[src/rtl/multicycle_control_unit.sv]
// Multi-cycle LEGv8 control unit: sequences fetch/decode/execute/memory/write-back
// and drives the datapath strobes, with a memory-ready handshake and timeout trap.
module multicycle_control_unit #(
  parameter int unsigned MEM_TIMEOUT     = 16,
  parameter bit          TRAP_ON_ILLEGAL = 1'b1
) (
  input  logic        clk,
  input  logic        rst,
  input  logic [10:0] opcode,
  input  logic        mem_ready,
  input  logic        zero,
  output logic        PCWrite,
  output logic        IRWrite,
  output logic        IorD,
  output logic        Reg2Loc,
  output logic        ALUSrcA,
  output logic        MemRead,
  output logic        MemWrite,
  output logic        MemtoReg,
  output logic        RegWrite,
  output logic [1:0]  ALUSrcB,
  output logic [1:0]  ALUOp,
  output logic [1:0]  PCSource,
  output logic        instr_done,
  output logic        illegal,
  output logic        mem_err,
  output logic [3:0]  state
);

  localparam logic [3:0] StFetch    = 4'd0;
  localparam logic [3:0] StDecode   = 4'd1;
  localparam logic [3:0] StExecR    = 4'd2;
  localparam logic [3:0] StExecI    = 4'd3;
  localparam logic [3:0] StMemAddr  = 4'd4;
  localparam logic [3:0] StMemLoad  = 4'd5;
  localparam logic [3:0] StMemStore = 4'd6;
  localparam logic [3:0] StWbR      = 4'd7;
  localparam logic [3:0] StWbLoad   = 4'd8;
  localparam logic [3:0] StBranch   = 4'd9;
  localparam logic [3:0] StJump     = 4'd10;
  localparam logic [3:0] StTrap     = 4'd11;

  localparam logic [2:0] ClsR    = 3'd0;
  localparam logic [2:0] ClsAddi = 3'd1;
  localparam logic [2:0] ClsLdur = 3'd2;
  localparam logic [2:0] ClsStur = 3'd3;
  localparam logic [2:0] ClsCbz  = 3'd4;
  localparam logic [2:0] ClsCbnz = 3'd5;
  localparam logic [2:0] ClsB    = 3'd6;
  localparam logic [2:0] ClsIll  = 3'd7;

  localparam int unsigned CntW      = (MEM_TIMEOUT > 0) ? $clog2(MEM_TIMEOUT + 1) : 1;
  localparam int unsigned TimeoutM1 = (MEM_TIMEOUT > 0) ? MEM_TIMEOUT - 1 : 0;
  localparam logic [CntW-1:0] CntMax = CntW'(TimeoutM1);

  logic [3:0]      state_q, state_d;
  logic [CntW-1:0] cnt_q, cnt_d;
  logic            illegal_q, mem_err_q;
  logic [2:0]      cls;
  logic            wait_st, timeout_hit, set_illegal;

  logic pc_write, ir_write, ior_d, reg2loc, alu_src_a, mem_read, mem_write, mem_to_reg;
  logic reg_write, done;
  logic [1:0] alu_src_b, alu_op, pc_source;

  // First matching pattern wins.
  always_comb begin
    casez (opcode)
      11'b1??0101?000: cls = ClsR;
      11'b1001000100?: cls = ClsAddi;
      11'b11111000010: cls = ClsLdur;
      11'b11111000000: cls = ClsStur;
      11'b10110100???: cls = ClsCbz;
      11'b10110101???: cls = ClsCbnz;
      11'b000101?????: cls = ClsB;
      default:         cls = ClsIll;
    endcase
  end

  assign wait_st = (state_q == StFetch) || (state_q == StMemLoad) || (state_q == StMemStore);
  assign timeout_hit = (MEM_TIMEOUT != 0) && wait_st && !mem_ready && (cnt_q == CntMax);

  always_comb begin
    state_d     = state_q;
    set_illegal = 1'b0;
    pc_write    = 1'b0;
    ir_write    = 1'b0;
    ior_d       = 1'b0;
    reg2loc     = 1'b0;
    alu_src_a   = 1'b0;
    mem_read    = 1'b0;
    mem_write   = 1'b0;
    mem_to_reg  = 1'b0;
    reg_write   = 1'b0;
    done        = 1'b0;
    alu_src_b   = 2'b00;
    alu_op      = 2'b00;
    pc_source   = 2'b00;
    case (state_q)
      StFetch: begin
        mem_read  = 1'b1;
        alu_src_b = 2'b01;
        if (mem_ready) begin
          ir_write = 1'b1;
          pc_write = 1'b1;
          state_d  = StDecode;
        end
      end
      StDecode: begin
        alu_src_b = 2'b11;
        reg2loc   = (cls == ClsStur) || (cls == ClsCbz) || (cls == ClsCbnz);
        case (cls)
          ClsR:                state_d = StExecR;
          ClsAddi:             state_d = StExecI;
          ClsLdur, ClsStur:    state_d = StMemAddr;
          ClsCbz, ClsCbnz:     state_d = StBranch;
          ClsB:                state_d = StJump;
          default: begin
            if (TRAP_ON_ILLEGAL) begin
              state_d     = StTrap;
              set_illegal = 1'b1;
            end else begin
              done    = 1'b1;
              state_d = StFetch;
            end
          end
        endcase
      end
      StExecR: begin
        alu_src_a = 1'b1;
        alu_op    = 2'b10;
        state_d   = StWbR;
      end
      StExecI: begin
        alu_src_a = 1'b1;
        alu_src_b = 2'b10;
        state_d   = StWbR;
      end
      StWbR: begin
        reg_write = 1'b1;
        done      = 1'b1;
        state_d   = StFetch;
      end
      StMemAddr: begin
        alu_src_a = 1'b1;
        alu_src_b = 2'b10;
        reg2loc   = (cls == ClsStur);
        state_d   = (cls == ClsStur) ? StMemStore : StMemLoad;
      end
      StMemLoad: begin
        mem_read = 1'b1;
        ior_d    = 1'b1;
        if (mem_ready) state_d = StWbLoad;
      end
      StWbLoad: begin
        reg_write  = 1'b1;
        mem_to_reg = 1'b1;
        done       = 1'b1;
        state_d    = StFetch;
      end
      StMemStore: begin
        mem_write = 1'b1;
        ior_d     = 1'b1;
        reg2loc   = 1'b1;
        if (mem_ready) begin
          done    = 1'b1;
          state_d = StFetch;
        end
      end
      StBranch: begin
        alu_src_a = 1'b1;
        alu_op    = 2'b01;
        reg2loc   = 1'b1;
        pc_source = 2'b01;
        pc_write  = (cls == ClsCbz) ? zero : !zero;
        done      = 1'b1;
        state_d   = StFetch;
      end
      StJump: begin
        pc_source = 2'b10;
        pc_write  = 1'b1;
        done      = 1'b1;
        state_d   = StFetch;
      end
      StTrap:  state_d = StTrap;
      default: state_d = StFetch;
    endcase
    if (timeout_hit) state_d = StTrap;
  end

  // Counter only runs while a wait state holds; any transition restarts it.
  assign cnt_d = (wait_st && !mem_ready && (state_d == state_q)) ? cnt_q + 1'b1 : '0;

  always_ff @(posedge clk or posedge rst) begin
    if (rst) begin
      state_q   <= StFetch;
      cnt_q     <= '0;
      illegal_q <= 1'b0;
      mem_err_q <= 1'b0;
    end else begin
      state_q <= state_d;
      cnt_q   <= cnt_d;
      if (set_illegal) illegal_q <= 1'b1;
      if (timeout_hit) mem_err_q <= 1'b1;
    end
  end

  // Reset masks every output, including FETCH's MemRead, in the reset cycle itself.
  assign {PCWrite, IRWrite, IorD, Reg2Loc, ALUSrcA, MemRead, MemWrite, MemtoReg, RegWrite,
          ALUSrcB, ALUOp, PCSource, instr_done} =
         rst ? 16'h0000 : {pc_write, ir_write, ior_d, reg2loc, alu_src_a, mem_read, mem_write,
                           mem_to_reg, reg_write, alu_src_b, alu_op, pc_source, done};
  assign illegal = illegal_q && !rst;
  assign mem_err = mem_err_q && !rst;
  assign state   = rst ? 4'd0 : state_q;

endmodule

[config.mk]
export PLATFORM = sky130hd
export DESIGN_NAME = multicycle_control_unit
export DESIGN_NICKNAME = d
export VERILOG_FILES = /design/src/rtl/multicycle_control_unit.sv
export SDC_FILE = /design/constraint.sdc
export NUM_CORES = 1
export LEC_CHECK = 0
export ABC_AREA = 1
export ABC_CLOCK_PERIOD_IN_PS = 3390
export CORE_AREA = 2 2 51 53
export DETAILED_ROUTE_END_ITERATION = 10
export DIE_AREA = 0 0 53 55
export PLACE_DENSITY = 0.92
export SYNTH_ARGS = -nofsm -noshare
export SYNTH_HDL_FRONTEND = slang
export SYNTH_SLANG_ARGS = --single-unit
[constraint.sdc]
create_clock -name clk -period 3.39 [get_ports clk]
set_input_delay 0.8475 -clock clk [delete_from_list [all_inputs] [get_ports clk]]
set_output_delay 0.8475 -clock clk [all_outputs]
set_load 0.05 [all_outputs]
==> flow_summary.json, run 1 <==
{
  "outcome": "complete, no violations",
  "ant_nets": 0,
  "antenna_cells": 0,
  "worst_pin_slew_ns": 0.456,
  "viasPerCell": 5.08,
  "cts_buffers": 3,
  "area_growth_syn_to_layout_pct": 64.3,
  "core_area_mm2": 0.00236,
  "die_x_um": 53,
  "tns_ns": 0,
  "cts-htree-levels": 1,
  "cts_tree": "built",
  "antenna_found_initial": 0,
  "synth_edf_count": 0,
  "syn-instance-count": 189,
  "hp-class": "flip-flop to flip-flop",
  "clkTransAtPathRegs_ns": 0.07,
  "slew_headroom": 0.694,
  "layout_min_cycle_time_ns": 3.27,
  "vias": 1341,
  "ys_types": 27,
  "fillers": 164,
  "startpoint_type": "primary input",
  "portBuffers": 36,
  "path_max_fanout": 4,
  "crit_type": "primary input to primary output",
  "yosysSeqAreaShare": 0.250,
  "design_area_mm2": 0.00181,
  "first_pass_iters": 4,
  "end_kind": "primary output",
  "fmax_mhz": 306,
  "setup_viol": 0,
  "hold_violations": 0,
  "initial_core_util": 0.465,
  "wire_per_inst_um": 11.4,
  "grt_pass1_wl_mm": 5.24,
  "yosys_warnings": 0,
  "critPathSlowestCell": "clkdlybuf4s50_1",
  "boundaryPins": 37,
  "vdd.ir_drop.worst_mv": 0.207,
  "post-route-util": 0.764,
  "rows": 18,
  "syn-cell-area_mm2": 0.00110,
  "leakagePower_nw": 0.896,
  "power.density_mw_per_mm2": 165,
  "place_area_mm2": 0.00175,
  "final_nets": 252,
  "crit_required_ns": 2.54,
  "first_iter_violations": 56,
  "track_usage": 0.239,
  "dieHeight_um": 55,
  "rsz0062_at_grt": "false",
  "max_stage_delay_ns": 0.49,
  "period_share": 0.963,
  "grt_max_degree": 14,
  "clockBufferDepth": 2,
  "cts-root-buf": "clkbuf_4",
  "grt_pass1_vias": 1288,
  "syn_avg_cell_area_um2": 5.82,
  "skew_ns": 0.000383,
  "ys_seq_elements": 11,
  "ys.flop_type": "dfrtp_1",
  "drc": 0,
  "maxCapViolCount": 0,
  "clk_latency_ns": 0.27,
  "drive_gt1_frac": 0.209,
  "place_hpwl_mm": 2.48,
  "wirelength_mm": 3.01,
  "ys_async_sr_fraction": 1.00,
  "clock-sinks": 11,
  "ctsHoldBuffers": 0,
  "gr-total-overflow": 0,
  "die-area_mm2": 0.00292,
  "finalMaxSlewViolations": 0,
  "arrival_ns": 2.42,
  "syn-num-nets": 206,
  "place.gp.congestion": 0.908,
  "path_cells": "clkdlybuf4s50_1 > inv_1 > nor3_2 > nand3_2 > a21oi_1 > o21ai_0 > a31oi_2 > buf_12"
}
-- state kept, by name, indices dropped and copies added, names as in the netlist --
name	flops
state_q	4
illegal_q	1
mem_err_q	1
cnt_q	5
-- worst max-delay path: cells and delay by family --
family	cells	cell delay, ns
AO/OA/AOI/OAI	3	0.46
AND/OR/NAND/NOR	2	0.37
buffers and inverters	3	0.73
-- synthesized netlist by cell type (all sizes together) (2+ instances only) --
cell type | n | area, µm²
a21oi | 6 | 30.0
clkbuf | 2 | 7.51
dfrtp | 11 | 275
ha | 2 | 25.0
inv | 37 | 139
nand2 | 42 | 163
nand3 | 16 | 103
nand4 | 5 | 31.3
nor2 | 47 | 191
nor3 | 5 | 25.0
nor4 | 2 | 12.5
o21ai | 4 | 20.0
o31ai | 2 | 15.0
-- stage by stage --
stage	power, mW	setup WS [ns]	cells	hold slack (ns)
after floorplan	0.166	0.246	189	0.423
after global placement	0.210	0.0391	259	0.435
after detailed placement	0.211	-0.0563	259	0.442
after CTS	0.300	0.0480	264	0.458
after global routing	0.314	0.0125	264	0.495
final	0.298	0.125	264	0.454
-- kinds of logic (layout without fill, tap and decap cells) --
logic type                 Yosys count  in the layout  synth area share
buffers and inverters               39             84             0.133
and+or+nand+nor                    118            118             0.483
AOI/OAI and AO/OA                   17             17            0.0944
DFF                                 11             11             0.250
xor gates and xnor gates             2              2            0.0159
adders and majority gates            2              2            0.0227
-- layer usage --
metal / GRT usage / wire [µm] / up-vias
met5: 0 / 0 / -
met4: 0.0641 / 5 / 0
met3: 0.0323 / 196 / 2
met2: 0.456 / 1620 / 43
met1: 0.280 / 1200 / 603
li1: - / - / 693
-- power breakdown --
part	internal, mW	switching [mW]
registers	0.131	0
clock network	0.0456	0.0429
logic	0.0365	0.0421
-- area by class of cell --
| cell class | instances | area, µm² | area share |
|---|---|---|---|
| clock buffers | 4 | 26.3 | 0.0145 |
| inverters | 37 | 139 | 0.0769 |
| multi-input cells | 139 | 708 | 0.392 |
| flip-flops and latches | 11 | 275 | 0.152 |
| well taps | 30 | 37.5 | 0.0208 |
| repair buffers | 43 | 621 | 0.343 |
-- final timing paths --
kind                            start    endpoint  slack, ns  cells past startpoint
max reg2reg                state_q[2]    cnt_q[0]       1.68                      9
max in group asynchronous         rst    cnt_q[1]       1.93                      3
max                         opcode[8]     PCWrite       0.12                      8
min reg2reg                 illegal_q   illegal_q       0.45                      2
min                         illegal_q   illegal_q       0.45                      2
min in group asynchronous         rst  state_q[1]       1.05                      2
-- cells in the final DEF, fill, tap and decap left out, drive strengths merged --
master | netlist | routed
inv | 37 | 37
o31ai | 2 | 2
a21oi | 6 | 6
nand3 | 16 | 16
dfrtp | 11 | 11
o21a | 1 | 1
xnor2 | 1 | 1
nor4 | 2 | 2
buf | 0 | 29
o211ai | 1 | 1
clkdlybuf4s50 | 0 | 14
o21ai | 4 | 4
and3 | 1 | 1
nand4 | 5 | 5
a41oi | 1 | 1
nor3 | 5 | 5
nand2 | 42 | 42
ha | 2 | 2
nor2 | 47 | 47
xor2 | 1 | 1
o2111ai | 1 | 1
clkbuf | 2 | 4
a31oi | 1 | 1
-- what timing repair did --
action                     in CTS  in global routing
setup buffers                   1                  0
resized for setup               1                  3
setup endpoints to repair       1                  2
pin swaps                       1                  1
Note: power is estimated with default switching activity, not from simulation.
==> run 2: changes to the inputs <==
--- a/config.mk
+++ b/config.mk
@@ -7,9 +7,9 @@
 export LEC_CHECK = 0
 export ABC_AREA = 1
 export ABC_CLOCK_PERIOD_IN_PS = 3390
-export CORE_AREA = 2 2 51 53
+export CORE_AREA = 3 3 52 54
 export DETAILED_ROUTE_END_ITERATION = 10
-export DIE_AREA = 0 0 53 55
+export DIE_AREA = 0 0 55 57
 export PLACE_DENSITY = 0.92
 export SYNTH_ARGS = -nofsm -noshare
 export SYNTH_HDL_FRONTEND = slang
==> flow_summary.json, run 2 (synthesis gave the netlist of run 1 again) <==
{
  "end_kind": "primary output",
  "startpoint_type": "primary input",
  "clock-sinks": 11,
  "routed.top_layer": "met4",
  "fmax_mhz": 307,
  "drc": 0,
  "clkTransAtPathRegs_ns": 0.07,
  "hp-class": "flip-flop to flip-flop",
  "critPathSlowestCell": "clkdlybuf4s50_1",
  "die_x_um": 55,
  "die-area_mm2": 0.00314,
  "reg_top3": "cnt_q: 5 flops, state_q: 4 flops",
  "crit_required_ns": 2.54,
  "area_growth_syn_to_layout_pct": 65.9,
  "mostFrequentLayoutCell": "nor2_1",
  "grt_max_degree": 12,
  "gr-total-overflow": 0,
  "layout_min_cycle_time_ns": 3.25,
  "multi_input_area_um2": 711,
  "first_pass_iters": 6,
  "cts_tree": "built",
  "core_area_mm2": 0.00225,
  "wire_per_inst_um": 13.9,
  "max_stage_delay_ns": 0.53,
  "cts-root-buf": "clkbuf_4",
  "leakagePower_nw": 0.915,
  "cts_buffers": 3,
  "clk_latency_ns": 0.26,
  "arrival_ns": 2.40,
  "wl_met2_mm": 1.71,
  "boundaryPins": 37,
  "first_iter_violations": 68,
  "power.density_mw_per_mm2": 164,
  "hold_violations": 0,
  "fillers": 144,
  "finalMaxSlewViolations": 0,
  "drive_gt1_frac": 0.220,
  "initial_core_util": 0.488,
  "dr_wl_met3_um": 342,
  "largest_register": "cnt_q",
  "antenna_cells": 0,
  "path_cells": "clkdlybuf4s50_1 > inv_1 > nor2_1 > nand3_2 > buf_4 > o21ai_1 > a31oi_2 > buf_12",
  "rsz0062_at_grt": "true",
  "maxCapViolCount": 0,
  "vias": 1475,
  "post-route-util": 0.809,
  "clockBufferDepth": 2,
  "place_hpwl_mm": 2.88,
  "ctsHoldBuffers": 0,
  "path_max_fanout": 4,
  "largest_reg_flops": 5,
  "ant_nets": 0,
  "slew_headroom": 0.620,
  "cts-htree-levels": 1,
  "layout_common_cells": "43 x nor2_1, 39 x nand2_1, 34 x inv_1",
  "vdd.ir_drop.worst_mv": 0.192,
  "dieHeight_um": 57,
  "period_share": 0.959,
  "wirelength_mm": 3.67,
  "seq_area_um2": 275,
  "skew_ns": 0.000747,
  "power.total_mw": 0.299,
  "final_nets": 254,
  "track_usage": 0.255,
  "antenna_found_initial": 0,
  "viasPerCell": 5.59,
  "outcome": "complete, no violations",
  "portBuffers": 36,
  "worst_pin_slew_ns": 0.566,
  "crit_type": "primary input to primary output",
  "setup_viol": 0,
  "place.gp.congestion": 0.951,
  "tns_ns": 0,
  "rows": 17,
  "grt_pass1_vias": 1453,
  "met1Wirelength_mm": 1.47,
  "grt_pass1_wl_mm": 6.09
}
==> run 2: cell types whose count changed in the layout (fill, tap and decap cells not counted) <==
| cell | before | now |
|---|---|---|
| buf_4 | 8 | 10 |
| clkdlybuf4s50_1 | 14 | 13 |
| dlymetal6s2s_1 | 0 | 1 |
| nand2_1 | 40 | 39 |
| nand2_2 | 2 | 3 |
| o21ai_0 | 4 | 3 |
| o21ai_1 | 0 | 1 |
==> run 2: path summary, 6_finish.rpt <==
kind / slack (ns) / startpoint / cells past startpoint / to
worst max-delay path: 0.14 / opcode[5] / 8 / PCWrite
worst min-delay path: 0.46 / illegal_q / 2 / illegal_q
worst max register to register: 1.70 / state_q[1] / 10 / cnt_q[0]
worst min register to register: 0.46 / illegal_q / 2 / illegal_q
max in group asynchronous: 1.88 / rst / 4 / cnt_q[3]
min in group asynchronous: 1.37 / rst / 4 / state_q[3]
==> run 2: worst max-delay path: cells and delay by family <==
kind | cells | cell delay (ns)
buffers and inverters | 4 | 0.97
and+or+nand+nor | 2 | 0.31
AOI/OAI and AO/OA | 2 | 0.26
==> run 2: through the flow <==
step	area [µm²]	instances	worst slack, ns	hold WS (ns)
after detailed placement	1750	258	-0.0411	0.439
final	1820	264	0.138	0.461
after global routing	1820	264	-0.00228	0.480
after CTS	1800	264	0.00666	0.462
after floorplan	1110	189	0.246	0.423
after global placement	1750	258	0.0891	0.436
==> run 2: timing repair <==
action,CTS,global route
endpoints found under the setup margin,1,2
buffers inserted,2,0
resized for setup,1,6
pin swaps,2,3
==> run 2: layout make-up <==
type                            count  share of cell area
Clock buffer                        4              0.0144
Inverter                           37              0.0761
Multi-Input combinational cell    139               0.390
Sequential cell                    11               0.151
Tap cell                           28              0.0192
Timing Repair Buffer               45               0.350
==> run 2: power breakdown <==
group          switching, mW  internal, mW
sequential                 0         0.131
combinational         0.0462        0.0365
clock                 0.0401        0.0454
==> run 2: per-layer routing <==
layer	vias to the layer above	global-route usage
met5	-	0
met4	0	0.153
met3	21	0.0522
met2	101	0.409
met1	658	0.303
li1	695	-
==> run 3: changes to the inputs <==
--- a/config.mk
+++ b/config.mk
@@ -10,6 +10,7 @@
 export CORE_AREA = 3 3 52 54
 export DETAILED_ROUTE_END_ITERATION = 10
 export DIE_AREA = 0 0 55 57
+export GPL_ROUTABILITY_DRIVEN = 0
 export PLACE_DENSITY = 0.92
 export SYNTH_ARGS = -nofsm -noshare
 export SYNTH_HDL_FRONTEND = slang
==> results of run 3 <==
Final layout, timing and power as in run 2 (identical DEF).
